[src/rtl/adder_pkg.sv]
`default_nettype none
// ============================================================================
// Module   : adder_pkg
// Brief    : Shared state encoding and default width for the serial adder.
// Revision : 1.0
// ============================================================================
package adder_pkg;

    typedef enum logic [0:0] {
        IDLE = 1'b0,
        RUN  = 1'b1
    } state_t;

    localparam int c_DEFAULT_WIDTH = 8;

endpackage
`default_nettype wire

[src/rtl/fulladd.sv]
`default_nettype none
// ============================================================================
// Module   : fulladd
// Brief    : Single-bit full adder cell.
// Revision : 1.0
// ============================================================================
module fulladd (
    input  logic a,
    input  logic b,
    input  logic cin,
    output logic sum,
    output logic cout
);

    logic w_p;

    assign w_p  = a ^ b;
    assign sum  = w_p ^ cin;
    assign cout = (a & b) | (cin & w_p);

endmodule
`default_nettype wire

[src/rtl/serial_adder.sv]
`default_nettype none
// ============================================================================
// Module   : serial_adder
// Brief    : Bit-serial WIDTH-bit adder, one bit per clock LSB first, using a
//            single fulladd cell and a carry flop.
// Revision : 1.0
// ============================================================================
module serial_adder
    import adder_pkg::*;
#(
    parameter int WIDTH = c_DEFAULT_WIDTH
) (
    input  logic             clk,
    input  logic             rst_n,
    input  logic             start,
    input  logic [WIDTH-1:0] a,
    input  logic [WIDTH-1:0] b,
    input  logic             cin,
    output logic             busy,
    output logic             done,
    output logic [WIDTH-1:0] sum,
    output logic             cout
);

    localparam int CNT_W = ($clog2(WIDTH + 1) < 1) ? 1 : $clog2(WIDTH + 1);
    localparam logic [CNT_W-1:0] c_LAST = CNT_W'(WIDTH - 1);

    state_t           r_state;
    logic [WIDTH-1:0] r_a_sr;
    logic [WIDTH-1:0] r_b_sr;
    logic [WIDTH-1:0] r_res_sr;
    logic             r_carry;
    logic [CNT_W-1:0] r_cnt;

    logic             w_fa_sum;
    logic             w_fa_cout;
    logic [WIDTH-1:0] w_res_next;

    fulladd u_fulladd (
        .a    (r_a_sr[0]),
        .b    (r_b_sr[0]),
        .cin  (r_carry),
        .sum  (w_fa_sum),
        .cout (w_fa_cout)
    );

    // Result bits enter at the MSB so that after WIDTH shifts bit 0 is the LSB.
    generate
        if (WIDTH == 1) begin : g_res_single
            assign w_res_next = w_fa_sum;
        end else begin : g_res_multi
            assign w_res_next = {w_fa_sum, r_res_sr[WIDTH-1:1]};
        end
    endgenerate

    always_ff @(posedge clk or negedge rst_n) begin
        if (!rst_n) begin
            r_state  <= IDLE;
            busy     <= 1'b0;
            done     <= 1'b0;
            sum      <= '0;
            cout     <= 1'b0;
            r_a_sr   <= '0;
            r_b_sr   <= '0;
            r_res_sr <= '0;
            r_carry  <= 1'b0;
            r_cnt    <= '0;
        end else begin
            case (r_state)
                IDLE: begin
                    done <= 1'b0;
                    if (start) begin
                        r_a_sr  <= a;
                        r_b_sr  <= b;
                        r_carry <= cin;
                        r_cnt   <= '0;
                        busy    <= 1'b1;
                        r_state <= RUN;
                    end
                end
                RUN: begin
                    r_carry  <= w_fa_cout;
                    r_a_sr   <= r_a_sr >> 1;
                    r_b_sr   <= r_b_sr >> 1;
                    r_res_sr <= w_res_next;
                    r_cnt    <= r_cnt + CNT_W'(1);
                    // Outputs update only here so partial sums never leak out.
                    if (r_cnt == c_LAST) begin
                        sum     <= w_res_next;
                        cout    <= w_fa_cout;
                        done    <= 1'b1;
                        busy    <= 1'b0;
                        r_state <= IDLE;
                    end
                end
                default: r_state <= IDLE;
            endcase
        end
    end

endmodule
`default_nettype wire
[config.mk]
export PLATFORM = sky130hd
export DESIGN_NAME = serial_adder
export DESIGN_NICKNAME = d
export VERILOG_FILES = /design/src/rtl/adder_pkg.sv /design/src/rtl/fulladd.sv /design/src/rtl/serial_adder.sv
export SDC_FILE = /design/constraint.sdc
export NUM_CORES = 1
export LEC_CHECK = 0
export BUFFER_PORTS_ARGS = -buffer_cell sky130_fd_sc_hd__buf_2
export CAP_MARGIN = 20
export CORE_MARGIN = 2
export CORE_UTILIZATION = 54
export CTS_CLUSTER_SIZE = 24
export DETAILED_ROUTE_END_ITERATION = 16
export HOLD_SLACK_MARGIN = 0.02
export PLACE_DENSITY_LB_ADDON = 0.15
export SETUP_SLACK_MARGIN = 0.15
export SYNTH_ARGS = -nofsm -noshare
export SYNTH_HDL_FRONTEND = slang
export SYNTH_SLANG_ARGS = --single-unit
[constraint.sdc]
create_clock -name clk -period 1.9 [get_ports clk]
set_clock_uncertainty 0.1 [all_clocks]
set_input_delay 0.095 -clock clk [delete_from_list [all_inputs] [get_ports clk]]
set_output_delay 0.095 -clock clk [all_outputs]
set_load 0.01 [all_outputs]
# Yosys cells after proc, flatten, opt, wreduce, memory -nomap -nowiden
# Index checks and enable logic that the tools add are counted.
# classes
n_addsub	1
eq_ne	3
n_mux	16
bitwise_logic	6
n_reduce_logical	2
# ops
op	count
case mux 8 bit (2 select lines)	2
two-way mux 8 bit	2
case mux 1 bit (2 select lines)	4
case mux 4 bit (2 select lines)	1
two-way mux 1 bit	6
adder 4 x 1 -> 4 bit (second input constant)	1
equality test 4 x 3 -> 1 bit (second input constant)	1
two-way mux 4 bit	1
AND reduction 2 bit	2
AND 1 bit	2
!= test 2 x 1 -> 1 bit (second input constant)	1
!= test 2 bit (second input constant)	1
XOR 1 bit	2
NOT 1 bit	1
bitwise OR 1 bit	1
# word_totals
ff_bits	41
in_bits	20
output_inout_bits	11
elab_cells	38

# Logic depth before layout (Yosys ltp)
# logic_depth
ltp_word	4
depth_mapped	4
depth_no_buf	4

# Cells and area by module
# Synthesis repeated with hierarchy kept, for this count alone.
# unflattened
cells_unflattened	132
hier_area_um2	1682.9
# modules_own_cells
module	n_inst	cells_each	area_each_um2	seq_area_each_um2
serial_adder	1	131	1662.8	1001.0
fulladd	1	1	20.0	0.0

# Worst setup path before layout
# OpenSTA, ideal clock, no wires.
# synth_path
path_type	register to register
from	register r_cnt[0]
to	register cout
setup_time_ps	125
t_arrival_ps	1288
required_ps	1675
slack_ps	387
stages_incl_launch_ff	5
path_buffers	0
synth_period_minus_slack_ps	1513
cell_sequence	dfrtp_1 -> ha_1 -> and3b_2 -> nand2_4 -> mux2_2
# synth_via
elab_chain_len	2
# synth_lines
item	line_no	source
from (decl)	serial_adder.sv:33	logic [CNT_W-1:0] r_cnt;
from (signal assigned)	serial_adder.sv:86	r_cnt <= r_cnt + CNT_W'(1);
equality test 4 x 3 -> 1 bit	serial_adder.sv:88	if (r_cnt == c_LAST) begin
AND reduction 2 bit (no line)	-	
to (signal assigned)	serial_adder.sv:90	cout <= w_fa_cout;
to (decl)	serial_adder.sv:22	output logic cout
# Every way passes these cells.
# A chain may end at the register's enable or synchronous reset.

# Final worst setup path
# layout_path
from	register r_cnt[0]
to	register sum[4]
# layout_via
elab_chain_len	2
# layout_lines
item	line_no	source
equality test 4 x 3 -> 1 bit	serial_adder.sv:88	
AND reduction 2 bit (no line)	-	
to (signal assigned)	serial_adder.sv:89	sum <= w_res_next;
to (decl)	serial_adder.sv:21	output logic [WIDTH-1:0] sum,
# Every way passes these cells.

==> run summary <==
DRT
---------------------------------------------------------------------------------------
Post-route DRC                                                                        0
Via-per-instance ratio                                                             5.24
ANT nets after route                                                                  0
Wirelength, routed                                                              2880 um
Number of violations reported at the end of detailed-routing iteration 0             26
Mean routed wirelength per cell                                                 13.3 um
Total number of vias                                                               1138
Length of the first detailed-routing pass in iterations                               6

GRT
---------------------------------------------------------------------------------------
Wire length of the first global-routing pass                                    4950 um
Total grt overflow                                                                    0
Antenna violations before repair                                                      0
Largest net degree at the start of global routing                                    41
Vias in the first global route                                                     1126
Combined global-route utilization of all metal layers                             19.2%

FLOORPLANNING
---------------------------------------------------------------------------------------
Effective utilization at floorplan                                                56.0%
Die ar.                                                                    0.00358 sq mm
I/O pins                                                                             31
Die Height                                                                      59.8 um
Chip width                                                                      59.8 um
Core area                                                                  0.00300 sq mm
Placement row count                                                                  20

LAYOUT
---------------------------------------------------------------------------------------
Number of antenna diodes                                                              0
Area used by multi-input combinational logic                                  644 sq um
Filler cells                                                                        223
Storage cell area                                                          0.00100 sq mm
# nets final                                                                        205
Count of non-filler cells in the finished layout                                    217
Share of cells above drive strength 1                                             31.5%
P&R area growth vs syn                                                            26.7%

SYNTH
---------------------------------------------------------------------------------------
#FFs+latches synth                                                                   40
EDFF count, synth                                                                     0
Mapped cell area                                                           0.00168 sq mm
Synth unique cells                                                                   22
Share of synthesized registers carrying an async set or reset                      100%
Count of synthesis-stage warnings from yosys                                          0
Post-Syn Instances                                                                  132
Area share of the leading cell type in the synthesized netlist                    59.5%
Top area cells in the synthesized netlist                                  sky130_fd_sc_hd__dfrtp_1 59%, sky130_fd_sc_hd__mux2i_1 11%, sky130_fd_sc_hd__mux2_2 11%
Sequential-to-total area share from yosys stat                                    59.5%
Most numerous cell types in the synthesized netlist                        40 x sky130_fd_sc_hd__dfrtp_1, 18 x sky130_fd_sc_hd__mux2i_1, 17 x sky130_fd_sc_hd__o21ai_0
Net count after synthesis                                                           154
Most frequently used flop master after synthesis                           sky130_fd_sc_hd__dfrtp_1
Synth area leader                                                          sky130_fd_sc_hd__dfrtp_1
Avg Inst Size Synth                                                          12.7 sq um
Top-count cell post-synth                                                  sky130_fd_sc_hd__dfrtp_1

PLACED DESIGN
---------------------------------------------------------------------------------------
IO buf count                                                                         30
GP Congestion                                                                     0.699
Post-DP HPWL                                                                    1860 um
Pre-CTS worst setup slack                                                      0.297 ns
Placed instance count                                                               191

TIMING
---------------------------------------------------------------------------------------
Worst slew margin relative to its limit                                           64.2%
Peak clock frequency supported by timing                                      0.625 GHz
Tightest Pin Transition                                                        0.538 ns
Pins over their slew limit                                                            0
RSZ-0062 raised after global routing                                                 no
Crit path setup slack, layout                                                  0.299 ns
Final period util                                                                 84.3%
Minimum period implied by the final worst setup slack                           1.60 ns
Endpoints failing setup                                                               0
Fin Setup TNS                                                                      0 ns
Final number of hold-violating endpoints                                              0

JOB
---------------------------------------------------------------------------------------
Maximum Capacitance Violations                                                        0

CLOCK TREE
---------------------------------------------------------------------------------------
Clock root buffer                                                          sky130_fd_sc_hd__clkbuf_4
H-tree levels                                                                         2
Hold_buf cts                                                                         18
Latest clock arrival within the worst-skew pair                                 0.34 ns
Buffers from clock root to sink, at most                                              2
Clock Sink Count                                                                     40
Number of gates resized after CTS                                                     0
# Post-CTS Setup Buffers                                                              0
CTS clk-pin slew, worst paths                                                   0.12 ns
TritonCTS clock tree                                                              built
Number of buffers inserted during clock tree synthesis                                5

CRITICAL PATH
---------------------------------------------------------------------------------------
Worst Path Max Fanout                                                                 9
Sort of element at the end of the critical path                                register
Critical path type                                                         register to register
Startpoint Class                                                               register
Required time at the endpoint of the critical path                              2.03 ns
CP Data Arrival Time                                                            1.73 ns

POWER AND IR DROP
---------------------------------------------------------------------------------------
Power density relative to cell area                                        1400 mW/mm^2
Leakage                                                                         1.07 nW
Peak supply drop                                                                 765 uV

HOLD PATH
---------------------------------------------------------------------------------------
Worst min path class                                                       input port to async pin

RUN STATUS
---------------------------------------------------------------------------------------
Run status                                                                    completed

==> where the power goes <==
group          switching [mW]  leakage [nW]  internal [mW]
Sequential              0.210         0.515           1.21
Clock                   0.263        0.0422          0.276
Combinational           0.484         0.515          0.542
Total                   0.957          1.07           2.02
==> cell usage in the layout, fill, tap and decap left out, types with 2 or more instances in the layout <==
cell / instances
sky130_fd_sc_hd__mux2_2: 16
sky130_fd_sc_hd__dlygate4sd3_1: 18
sky130_fd_sc_hd__buf_2: 30
sky130_fd_sc_hd__o21ai_0: 17
sky130_fd_sc_hd__buf_4: 2
sky130_fd_sc_hd__clkbuf_4: 5
sky130_fd_sc_hd__nor2_1: 3
sky130_fd_sc_hd__dfrtp_1: 40
sky130_fd_sc_hd__mux2i_1: 18
sky130_fd_sc_hd__nand2_1: 16
sky130_fd_sc_hd__a22o_1: 2
==> layer usage <==
metal	vias up	GRT usage, %	routed length (um)
met1	551	21.9	1260
met3	4	4.98	77
met2	22	32.1	1510
met5	-	0	0
met4	0	11.7	29
li1	561	-	-
==> worst max-delay path, stage by stage (launching register included) <==
cell                      delay, ns
sky130_fd_sc_hd__dfrtp_1       0.42
sky130_fd_sc_hd__ha_1          0.23
sky130_fd_sc_hd__and3b_2       0.25
sky130_fd_sc_hd__nand2_4       0.14
sky130_fd_sc_hd__mux2_2        0.35
==> state kept, by name (all words and copies together) (netlist names) <==
| register | count |
|---|---|
| busy | 1 |
| cout | 1 |
| done | 1 |
| r_a_sr | 8 |
| r_b_sr | 8 |
| r_carry | 1 |
| r_cnt | 4 |
| r_res_sr | 7 |
| r_state | 1 |
| sum | 8 |
==> cell type report <==
| class | count | area share (%) |
|---|---|---|
| Clock inverter | 2 | 1.64 |
| Clock buffer | 6 | 1.94 |
| Sequential cell | 40 | 46.9 |
| Inverter | 1 | 0.176 |
| Multi-Input combinational cell | 84 | 30.2 |
| Tap cell | 33 | 1.94 |
| Timing Repair Buffer | 51 | 17.1 |
==> per-stage QoR <==
stage	power [mW]	utilization (%)	hold slack (ns)	instance area, sq um
2_1_floorplan	2.14	-	-0.301	1680
3_3_place_gp	2.38	62.5	-0.0216	1880
4_1_cts	3.03	71.0	0.139	2130
5_1_grt	3.22	71.0	0.139	2130
6_report	2.98	71.0	0.145	2130
3_5_place_dp	2.45	62.5	-0.0213	1880
==> kinds of logic after synthesis <==
family | count (synthesis) | share of synthesized area, %
multiplexers | 34 | 21.4
XOR/XNOR | 2 | 1.04
adder cells (fa/ha/maj) | 2 | 1.93
AND/OR/NAND/NOR | 24 | 6.62
AO/OA/AOI/OAI | 22 | 7.29
buffers and inverters | 8 | 2.23
flip-flops | 40 | 59.5
==> final timing paths <==
check,startpoint,endpoint,slack [ns],cells after the start
max,r_cnt[0],sum[4],0.30,4
min,rst_n,r_carry,0.15,3
max reg2reg,r_cnt[0],sum[4],0.30,4
min reg2reg,r_b_sr[3],r_b_sr[2],0.39,2
max in group asynchronous,rst_n,r_a_sr[4],1.36,3
min in group clk,start,r_cnt[2],0.23,2
No activity file was read; power rests on OpenSTA's default activity.
